**config.mk**
```make
export PLATFORM = sky130hd
export DESIGN_NAME = decrypt_ctrl
export DESIGN_NICKNAME = d
export VERILOG_FILES = /design/src/rtl/decrypt_ctrl.sv
export SDC_FILE = /design/constraint.sdc
export NUM_CORES = 1
export LEC_CHECK = 0
export ABC_AREA = 1
export CAP_MARGIN = 10
export CORE_UTILIZATION = 41
export DETAILED_ROUTE_END_ITERATION = 12
export GPL_TIMING_DRIVEN = 0
export PLACE_DENSITY = 0.61
export SYNTH_ARGS = -nofsm -noshare
export SYNTH_HDL_FRONTEND = slang
export SYNTH_SLANG_ARGS = --single-unit
```
**constraint.sdc**
```tcl
create_clock -name clk -period 4.3 [get_ports clk]
set_input_delay 0.645 -clock clk [delete_from_list [all_inputs] [get_ports clk]]
set_output_delay 0.645 -clock clk [all_outputs]
set_load 0.03 [all_outputs]
```
**src/rtl/decrypt_ctrl.sv**
```systemverilog
// decrypt_ctrl: known-plaintext LFSR tap search and in-place stream decryption.
// Recovers the 7-bit LFSR seed from a space preamble, tries nine tap patterns
// against the preamble, then decrypts DM[64..127] into DM[0..63].
module decrypt_ctrl #(
    parameter int         PRE_CHK = 9,
    parameter logic [7:0] SPACE   = 8'h20
) (
    input  logic       clk,
    input  logic       init_n,
    input  logic       req,
    output logic       ack,
    output logic       fail,
    output logic [3:0] ptrn_idx,
    output logic [6:0] mem_addr,
    output logic       mem_we,
    output logic [7:0] mem_wdata,
    input  logic [7:0] mem_rdata
);

    typedef enum logic [2:0] {
        S_IDLE, S_SEED, S_CHECK, S_DEC_RD, S_DEC_WR, S_DONE
    } state_t;

    // Candidate tap patterns, searched lowest index first.
    function automatic logic [6:0] tap(input logic [3:0] idx);
        case (idx)
            4'd0:    return 7'h60;
            4'd1:    return 7'h48;
            4'd2:    return 7'h78;
            4'd3:    return 7'h72;
            4'd4:    return 7'h6A;
            4'd5:    return 7'h69;
            4'd6:    return 7'h5C;
            4'd7:    return 7'h7E;
            4'd8:    return 7'h7B;
            default: return 7'h00;
        endcase
    endfunction

    function automatic logic [6:0] lfsr_next(input logic [6:0] s, input logic [6:0] t);
        return {s[5:0], ^(s & t)};
    endfunction

    state_t     state_q, state_d;
    logic       req_q;
    logic       fail_q, fail_d;
    logic [3:0] ptrn_q, ptrn_d;
    logic [6:0] seed_q, seed_d;
    logic [6:0] cur_q, cur_d;
    logic [3:0] k_q, k_d;
    logic [3:0] i_q, i_d;
    logic [6:0] lfsr_q, lfsr_d;
    logic [5:0] j_q, j_d;
    logic [7:0] pt_q, pt_d;

    // The parity bit of every stored byte carries no information here.
    logic       parity_unused;
    assign parity_unused = mem_rdata[7];

    logic [6:0] key_byte;   // stored byte with the known preamble stripped off
    logic [6:0] cand;       // next LFSR value under the pattern being tried
    logic       hit;
    logic       launch;
    logic       req_rise;

    assign key_byte = mem_rdata[6:0] ^ SPACE[6:0];
    assign cand     = lfsr_next(cur_q, tap(k_q));
    assign hit      = (cand == key_byte);
    assign launch   = (state_q == S_IDLE) && req_q && !req;
    assign req_rise = !req_q && req;

    // State and datapath registers; reset clears everything so a run never resumes.
    // NOTE: sequential state uses non-blocking assignments so every register
    // samples the pre-edge values, independent of statement order.
    always_ff @(posedge clk or negedge init_n) begin
        if (!init_n) begin
            state_q <= S_IDLE;
            req_q   <= 1'b0;
            fail_q  <= 1'b0;
            ptrn_q  <= 4'd0;
            seed_q  <= 7'd0;
            cur_q   <= 7'd0;
            k_q     <= 4'd0;
            i_q     <= 4'd0;
            lfsr_q  <= 7'd0;
            j_q     <= 6'd0;
            pt_q    <= 8'd0;
        end else begin
            state_q <= state_d;
            req_q   <= req;
            fail_q  <= fail_d;
            ptrn_q  <= ptrn_d;
            seed_q  <= seed_d;
            cur_q   <= cur_d;
            k_q     <= k_d;
            i_q     <= i_d;
            lfsr_q  <= lfsr_d;
            j_q     <= j_d;
            pt_q    <= pt_d;
        end
    end

    // Next-state and datapath update: seed recovery, pattern search, decrypt loop.
    // NOTE: every variable gets its hold value first, so no path through the
    // case statement can leave one unassigned and infer a latch.
    always_comb begin
        state_d = state_q;
        fail_d  = fail_q;
        ptrn_d  = ptrn_q;
        seed_d  = seed_q;
        cur_d   = cur_q;
        k_d     = k_q;
        i_d     = i_q;
        lfsr_d  = lfsr_q;
        j_d     = j_q;
        pt_d    = pt_q;
        case (state_q)
            S_IDLE: begin
                if (launch) begin
                    state_d = S_SEED;
                    fail_d  = 1'b0;
                    ptrn_d  = 4'd0;
                end
            end
            S_SEED: begin
                seed_d = key_byte;
                cur_d  = key_byte;
                k_d    = 4'd0;
                i_d    = 4'd0;
                if (key_byte == 7'd0) begin
                    // An all-zero LFSR never advances; nothing can be decrypted.
                    state_d = S_DONE;
                    fail_d  = 1'b1;
                end else begin
                    state_d = S_CHECK;
                end
            end
            S_CHECK: begin
                if (hit) begin
                    if (i_q == 4'(PRE_CHK - 1)) begin
                        ptrn_d  = k_q;
                        lfsr_d  = seed_q;
                        j_d     = 6'd0;
                        state_d = S_DEC_RD;
                    end else begin
                        cur_d = cand;
                        i_d   = i_q + 4'd1;
                    end
                end else if (k_q == 4'd8) begin
                    state_d = S_DONE;
                    fail_d  = 1'b1;
                end else begin
                    k_d   = k_q + 4'd1;
                    cur_d = seed_q;
                    i_d   = 4'd0;
                end
            end
            S_DEC_RD: begin
                pt_d    = {1'b0, mem_rdata[6:0] ^ lfsr_q};
                state_d = S_DEC_WR;
            end
            S_DEC_WR: begin
                lfsr_d  = lfsr_next(lfsr_q, tap(ptrn_q));
                j_d     = j_q + 6'd1;
                state_d = (j_q == 6'd63) ? S_DONE : S_DEC_RD;
            end
            S_DONE: begin
                if (req_rise) state_d = S_IDLE;
            end
            default: state_d = S_IDLE;
        endcase
    end

    // Outputs decoded from the current state; writes only ever target DM[0..63].
    always_comb begin
        mem_addr  = 7'd0;
        mem_we    = 1'b0;
        mem_wdata = 8'd0;
        ack       = 1'b0;
        case (state_q)
            S_SEED:   mem_addr = 7'd64;
            S_CHECK:  mem_addr = 7'd65 + {3'b000, i_q};
            S_DEC_RD: mem_addr = {1'b1, j_q};
            S_DEC_WR: begin
                mem_addr  = {1'b0, j_q};
                mem_we    = 1'b1;
                mem_wdata = pt_q;
            end
            S_DONE:   ack = 1'b1;
            default:  ;
        endcase
    end

    assign fail     = fail_q;
    assign ptrn_idx = ptrn_q;

endmodule

```
# Word-level counts from Yosys, hierarchy flattened
# Memory sizes are Yosys's and may differ from the RTL's.
# Cells that the tools add are included.
# W data, S select, Z words.
# totals
register_bits	51
latch_bits	0
mem_bits_rw	0
romBits	224
in_bits	11
output_inout_bits	22
word_cells	100
n_memories	2
# mem_list
name	words	width	read_ports	rd_ports_with_merged_regs	write_ports	line_no	text
(no name shown)	16	7	1	0	0	26	case (idx)
(no name shown)	16	7	1	0	0	26	
# classes
add_sub_neg	4
multipliers	0
div_mod_pow	0
magnitude_cmp	0
n_eq_ne	21
shift	0
mux	39
bitwise_logic	4
n_reduce_logical	19
# op_table
op	count
$mux W7	7
$mux W4	8
$pmux W7 S2	2
$pmux W7 S4	1
$pmux W4 S2	3
$mux W3	7
$pmux W3 S6	1
$ne A2 B2 Y1 const B	8
$and A7 B7 Y7	2
$reduce_xor A7 Y1	2
$mux W6	2
$ne A3 B3 Y1 const B	4
$pmux W6 S2	1
$reduce_and A3 Y1	3
$add A4 B1 Y4 const B	2
$eq A4 B4 Y1 const B	2
$reduce_and A4 Y1	2
$add A7 B4 Y7 const A	1
$eq A7 B7 Y1	1
$logic_not A7 Y1	1
$xor A7 B7 Y7	1
$add A6 B1 Y6 const B	1
$eq A3 B2 Y1 const B	2
$eq A3 B3 Y1 const B	2
other kinds (11)	21

# Logic depth before layout (Yosys ltp)
# Gate-level depths: netlist (run 1).
# An unclocked memory read counts as a cell.
# depth
word_depth	6
ltp_mapped	21
ltp_nobuf	21

# Worst setup path before layout (run 1)
# No wires, ideal clock.
# synth_path
path_kind	register to output
start	reg state_q[1]
end	out mem_addr[2]
t_arrival_ns	1.806
required_time_ns	3.655
slack_ns	1.849
path_stages_with_launch	7
path_buffers	1
cell_sequence	dfrtp_1 > nor2_1 > nand2_1 > clkbuf_1 > o21ai_0 > inv_1 > o21ai_0
# synth_via
elab_chain_len	2
elab_cells_between_ends	5
classes_between	4 x eq/ne; 1 x mux
# synth_lines
item	line_no	text
start, declared	44	state_t state_q, state_d;
start signal, assigned	89	state_q <= state_d;
$eq A3 B3 Y1 (tied with other cells)	180	case (state_q)
$pmux W7 S4 (*)	180	
end, declared	14	output logic [6:0] mem_addr,
# Mark *: on every way between the ends. The rest lies on a longest branch, timed or not.

# Worst setup path after layout (run 1)
# layout_path
start	reg state_q[0]
end	out mem_addr[2]
# The elaborated chain is that of the path after synthesis.

==> results by group, run 1 <==
Run status
  • Outcome: completed

Power and ir drop
  • Leakage Power: 1.936 nW
  • Combinational power share: 52.3%
  • P_int: 1.318 mW
  • Clock power frac: 13.5%
  • Switching Fraction: 47.86%
  • Register share of total power: 34.2%
  • Worst VDD drop: 258.6 uV
  • Power per cell area: roughly 640 nW/um2
  • P_sw: between 1 and 1.5 mW

CTS
  • H-tree Lvls: 2
  • Post-CTS setup buffer count: 0
  • Clock sink count: 51
  • CTS root buf: clkbuf_8
  • Clk Latency, worst-skew pair: about 0.31 ns
  • Clk slew on worst S/H paths: ~0.10 ns
  • CTS Buffer Depth: 2
  • Hold_buf cts: 0
  • Num CTS Buffers: 5
  • CTS tree: yes
  • PostCTS Resize Cnt: 0

Flow run
  • Max-cap violations: 0

Timing
  • Hold Vio Cnt, Final: 0
  • Unrepaired setup endpoints after global routing: no
  • Pins Over Slew Limit: 0
  • F_max: ~0.32 GHz
  • Relative slew margins: 62.48%
  • Final setup violation count: 0
  • Period utilization: 73.18%
  • Min Clock Period, post-route: 3.147 ns
  • Least-Margin Pin Slew: 0.5628 ns
  • Layout Skew: 0.003023 ns
  • Setup TNS: 0 ns

Routing
  • Via count: 3,115
  • Drc violations: 0
  • DRT Wirelength: 8615 um
  • Vias/cell: a little over 5
  • DR iter-0 viols: 143
  • Routed len/inst: 14.05 um
  • DRT Pass-1 Iters: 4
  • Final ANT Viol Nets: 0

Synthesis
  • Post-synthesis compound-gate area fraction: 10.80%
  • Largest area contributor in the netlist: dfrtp_1
  • Syn Nets: 497
  • Yosys top cell area share: 37.34%
  • Flops & latches, synth: 51
  • XOR/XNOR share of the synthesized area: 3.843%
  • Post-synthesis cell area: 3418 um2
  • Post-synthesis mux area share: around 1.5%
  • Seq/Total Area, Yosys: 37.34%
  • Dominant synthesized flop cell: dfrtp_1
  • Top cells by area, synth: dfrtp_1 (37%), nand2_1 (13%), nand3_1 (7.9%)
  • Distinct cell type count after synthesis: 39
  • Asr flop ratio synth: 100.0%
  • Yosys warning total: 0
  • Main combinational cell family by area after synthesis: simple AND/OR/NAND/NOR gates
  • Post-Synth Simple-Gate Area: about 32%
  • Post-synthesis adder-cell area fraction: ~4.8%
  • Syn Area/Cell: ~7.2 um2
  • Post-synth EDFFs: 0
  • Syn Inst Count: between 400 and 500

GRT
  • Busiest layer in global routing: met2
  • Pin count of the biggest net entering global routing: 30
  • Met1 Track Usage GR: 30.55%
  • Met2 GRT Util: 34.56%
  • Met3 Resource Use GR: under 10%
  • Remaining Overflow, GRT: 0
  • Global-route wire length before repair: 14,650 um
  • Antenna violations before repair: 0
  • Vias in the first global route: 2,960
  • All-Layer GR Usage: ~22%

Final layout
  • Share of layout cells above drive strength 1: 7.241%
  • Fin nets: ~540
  • Reg area: 1276 um2
  • Multi-input logic area: roughly 1800 um2
  • Finished Cell Area: between 3000 and 4000 um2
  • Number of diodes: 0
  • Area grow syn2layout: 16.07%
  • Filler instances: 801

Worst hold path
  • Hold Crit Class: input pin to asynchronous set/reset pin

Floorplanning
  • Starting Density: 43.34%
  • DIE AREA: just under 9000 um2
  • Site row count: 32
  • Die Width: roughly 93 um
  • DIE HEIGHT: 93.31 um
  • Core area: 7888 um2
  • I/O pin total: 33

Worst setup path
  • Worst path most repeated cell: o21ai_0
  • Path depth of the worst reg2reg path: 17
  • Crit-path slowest cell: clkdlybuf4s50_1
  • Worst reg-to-reg setup slack: 1.67 ns
  • Startpoint types: register
  • Worst path buffer plus inverter count: 3
  • Delay-heaviest family, CP: buffers and inverters
  • WS Path Type: register to output pin
  • Worst Path Required: approximately 3.7 ns
  • Worst-path maximum fanout: 10
  • Worst stage delay on the critical path: 0.69 ns
  • Critical Path AT: 2.50 ns
  • Worst Setup End Kind: output pin
  • Reg-to-Reg End: state_q[2]$_DFFE_PN0P_
  • Reg-to-reg startpoint: k_q[1]$_DFFE_PN0P_
  • Crit-path cells: nor2_1 > nand2_1 > clkbuf_1 > o21ai_0 > inv_1 > o21ai_0 > clkdlybuf4s50_1

Placed design
  • IO buf count: 30
  • HPWL after DPL: 6616 um
  • GP Congestion: roughly 0.9
  • Placed Area: 3861 um2
## cell type report
| cell class | count | share of cell area (%) |
|---|---|---|
| multi-input cells | 346 | 45.88 |
| flip-flops and latches | 51 | 32.17 |
| repair buffers | 31 | 7.947 |
| inverters | 59 | 5.645 |
| well taps | 102 | 3.217 |
| plain buffers | 17 | 2.460 |
| clock buffers | 5 | 1.734 |
| clock inverters | 2 | 0.9461 |
## cell usage after synthesis, drive strengths merged, types with 3 or more instances
master	number
o22ai	6
or2	3
a21oi	7
nor2	38
xor2	14
o31ai	3
ha	13
o21ai	42
inv	58
dfrtp	51
mux2i	5
nand3	56
nand4	12
nand2	129
clkbuf	6
buf	11
nor3	7
## registers in the layout (all words and copies together), names as in the netlist
register	count
k_q	4
j_q	6
i_q	4
cur_q	7
pt_q	7
lfsr_q	7
seed_q	7
ptrn_idx	4
req_q	1
state_q	3
fail	1
## worst reg2reg max path, stage by stage (launching register included)
cell and delay, ns:
dfrtp_1 0.47, inv_1 0.16, ha_1 0.29, inv_1 0.10, nand2_1 0.08, inv_1 0.05, nor2_1 0.04, nor2_1 0.09
nand2_1 0.06, nand3_1 0.07, nand2_1 0.09, nand2_1 0.14, nand2_1 0.11, nand2_2 0.09, nand3_4 0.12, buf_4 0.21
a21boi_0 0.20, o21ai_0 0.12
## kinds of logic (layout without fill, tap and decap cells)
kind of cell / Yosys count / count (layout)
simple gates: 246 / 246
compound gates: 66 / 66
mux: 5 / 5
buf+inv: 76 / 114
fa+ha+maj: 13 / 13
flops: 51 / 51
other cells: 1 / 1
xor+xnor: 15 / 15
## layer usage
metal	up-vias	share of wire, %
met5	-	0
met4	0	1.2
met3	9	4.8
met2	64	45
met1	1426	49
li1	1616	-
## placed cells by master, fill, tap and decap left out, types with 12 or more instances in the layout
| cell | Yosys | layout |
|---|---|---|
| clkdlybuf4s50_1 | 0 | 29 |
| nand2_1 | 121 | 121 |
| ha_1 | 13 | 13 |
| xor2_1 | 14 | 14 |
| nor2_1 | 38 | 38 |
| o21ai_0 | 35 | 35 |
| nand3_1 | 54 | 54 |
| nand4_1 | 12 | 12 |
| dfrtp_1 | 51 | 51 |
| inv_1 | 53 | 53 |
## worst max-delay path by stage
| stage | cells past startpoint | to | slack, ns | startpoint |
|---|---|---|---|---|
| 2_1_floorplan | 6 | mem_addr[2] | 1.85 | state_q[1]$_DFFE_PN0P_ |
| 3_3_place_gp | 1 | i_q[2]$_DFFE_PN0P_ | 0.94 | init_n |
| 3_5_place_dp | 12 | cur_q[2]$_DFFE_PN0P_ | 1.31 | mem_rdata[2] |
| 4_1_cts | 7 | mem_addr[2] | 1.11 | state_q[1]$_DFFE_PN0P_ |
| 5_1_grt | 7 | mem_addr[3] | 0.89 | state_q[1]$_DFFE_PN0P_ |
| 6_report | 7 | mem_addr[2] | 1.15 | state_q[0]$_DFFE_PN0P_ |
## power by group through the flow
stage	clock (mW)	combinational, mW	sequential, mW
after floorplan	0	0.975	0.824
after detailed placement	0	1.32	0.871
after CTS	0.350	1.33	0.861
after global placement	0	1.30	0.865
final	0.341	1.32	0.864
after global routing	0.369	1.51	0.889
## per-stage QoR
stage          cells  hold slack, ns  setup WS, ns  utilization (%)  total power [mW]
6_report         613          0.3161         1.153            50.30             2.527
5_1_grt          613          0.3495        0.8857            50.30             2.769
4_1_cts          613          0.3295         1.114            50.30             2.542
3_5_place_dp     606          0.4786         1.308            48.95             2.192
3_3_place_gp     605          0.4715        0.9406            48.76             2.165
2_1_floorplan    473          0.3494         1.849                -             1.799
Note: power is estimated with default switching activity, not from simulation.
==> inputs of run 2 (changes only) <==
--- a/config.mk
+++ b/config.mk
@@ -10,7 +10,7 @@
 export CORE_UTILIZATION = 41
 export DETAILED_ROUTE_END_ITERATION = 12
 export GPL_TIMING_DRIVEN = 0
-export PLACE_DENSITY = 0.61
+export PLACE_DENSITY = 0.64
 export SYNTH_ARGS = -nofsm -noshare
 export SYNTH_HDL_FRONTEND = slang
 export SYNTH_SLANG_ARGS = --single-unit
==> constraint.sdc (replaced) <==
create_clock -name clk -period 2.73 [get_ports clk]
set_input_delay 0.4095 -clock clk [delete_from_list [all_inputs] [get_ports clk]]
set_output_delay 0.4095 -clock clk [all_outputs]
set_load 0.03 [all_outputs]
==> run 2 against run 1 <==
Utilization grew 0.33 points. Critical endpoint is now mem_addr[3]. Sequential share of layout area shrank 0.15 points. Critical path type unchanged. Flip-flop and latch count unchanged.
==> results by group, run 2 (synthesis results as in run 1) <==
Run status
  • Outcome: completed

Final layout
  • Number of diodes: 0
  • Most common cell after layout, fill and taps aside: nand2_1
  • Most frequent cells in the layout: nand2_1 (120), nand3_1 (53), inv_1 (52), dfrtp_1 (49), nor2_1 (38)
  • Fin nets: 538
  • Share of layout cells above drive strength 1: 9.709%
  • Finished Cell Area: 3994 um2
  • Area grow syn2layout: 16.84%

Floorplanning
  • Core area: 7888 um2
  • Die Width: around 93 um
  • Site row count: 32
  • DIE AREA: slightly below 9000 um2
  • DIE HEIGHT: slightly above 90 um
  • I/O pin total: 33
  • Starting Density: 43.34%

Placed design
  • GP Congestion: approximately 0.85
  • HPWL after DPL: 6459 um
  • IO buf count: 30
  • Placed Area: 3861 um2

Power and ir drop
  • Overall power: roughly 4 mW
  • Power per cell area: approximately 1000 nW/um2
  • Leakage Power: 2.024 nW
  • Worst VDD drop: between 400 and 500 uV

GRT
  • Remaining Overflow, GRT: 0
  • Pin count of the biggest net entering global routing: 37
  • Global-route wire length before repair: 13,800 um
  • All-Layer GR Usage: roughly a fifth
  • Antenna violations before repair: 0
  • Vias in the first global route: 2,885

Worst setup path
  • Startpoint types: register
  • Worst path most repeated cell: o21ai_0
  • Crit-path slowest cell: dlygate4sd2_1
  • Delay-heaviest family, CP: buffers and inverters
  • Worst Setup End Kind: output pin
  • WS Path Type: register to output pin
  • Critical Path AT: 2.17 ns
  • Worst path buffer plus inverter count: 3
  • Worst-path maximum fanout: 10
  • Worst stage delay on the critical path: 0.42 ns
  • Worst Path Required: 2.32 ns
  • Crit-path cells: nor2_1 > nand2_1 > clkbuf_2 > o21ai_0 > inv_1 > o21ai_0 > dlygate4sd2_1

Routing
  • Drc violations: 0
  • Vias/cell: slightly above 5
  • Final ANT Viol Nets: 0
  • DR iter-0 viols: 182
  • Via count: 3,207
  • DRT Pass-1 Iters: 5
  • Routed len/inst: 13.66 um
  • DRT Wirelength: 8427 um

CTS
  • CTS Buffer Depth: 2
  • Clk slew on worst S/H paths: 0.10 ns
  • CTS root buf: clkbuf_8
  • Hold_buf cts: 0
  • Clock sink count: just over 50
  • Clk Latency, worst-skew pair: 0.31 ns
  • H-tree Lvls: 2
  • CTS tree: yes
  • Num CTS Buffers: 5

Timing
  • Layout Skew: roughly 0.012 ns
  • Pins Over Slew Limit: 0
  • Worst hold slack: 0.01719 ns
  • F_max: 0.3874 GHz
  • Hold Vio Cnt, Final: 0
  • Setup TNS: 0 ns
  • Period utilization: a little over nine tenths
  • Final setup violation count: 0
  • Min Clock Period, post-route: 2.582 ns

Flow run
  • Max-cap violations: 0

Worst hold path
  • Hold Crit Class: input pin to asynchronous set/reset pin
## run 2: power by group
| group | switching, mW | leakage (nW) | internal [mW] |
|---|---|---|---|
| combinational | 1.35 | 1.32 | 0.757 |
| sequential | 0.298 | 0.646 | 1.05 |
| clock | 0.270 | 0.0581 | 0.274 |
## run 2: cell type report
cell class	instances	area [um2]
Multi-Input combinational cell	346	1833
Clock inverter	3	43.79
Fill cell	767	3894
Clock buffer	5	68.82
Sequential cell	51	1279
Buffer	17	100.1
Tap cell	102	127.6
Inverter	59	224.0
Timing Repair Buffer	34	317.8
## run 2: metrics by stage
stage	setup WS, ns	cells	util (%)
after floorplan	0.5145	473	-
after global placement	-0.4077	605	48.76
after detailed placement	-0.003628	606	48.95
after CTS	0.07913	614	50.17
after global routing	-0.01551	617	50.63
final	0.1484	617	50.63
## run 2: routing by layer
layer	GRT usage (%)	part of all wire [%]
met1	27.79	47
met2	33.33	46
met3	3.089	5.4
met4	6.026	1.4
met5	0	0
## run 2: worst register-to-register path: cells and delay by family (launching register included)
family | cells | cell delay, ns
buf+inv | 3 | 0.22
fa+ha+maj | 1 | 0.28
flops | 1 | 0.43
simple gates | 12 | 1.20
compound gates | 1 | 0.25
## run 2: timing repair
action	in CTS	in global routing
pin swaps	0	0
endpoints found under the setup margin	14	43
setup buffers	0	3
gates resized for setup	15	14
## run 2: worst paths after layout
| path | startpoint | endpoint | slack [ns] | depth (start not counted) |
|---|---|---|---|---|
| max | state_q[0]$_DFFE_PN0P_ | mem_addr[3] | 0.15 | 7 |
| min | init_n | cur_q[1]$_DFFE_PN0P_ | 0.02 | 1 |
| max reg2reg | k_q[0]$_DFFE_PN0P_ | ptrn_idx[0]$_DFFE_PN0P_ | 0.25 | 17 |
| min reg2reg | fail$_DFFE_PN0P_ | fail$_DFFE_PN0P_ | 0.50 | 2 |
| max in group asynchronous | init_n | seed_q[3]$_DFFE_PN0P_ | 2.18 | 2 |
| min in group clk | fail$_DFFE_PN0P_ | fail$_DFFE_PN0P_ | 0.50 | 2 |
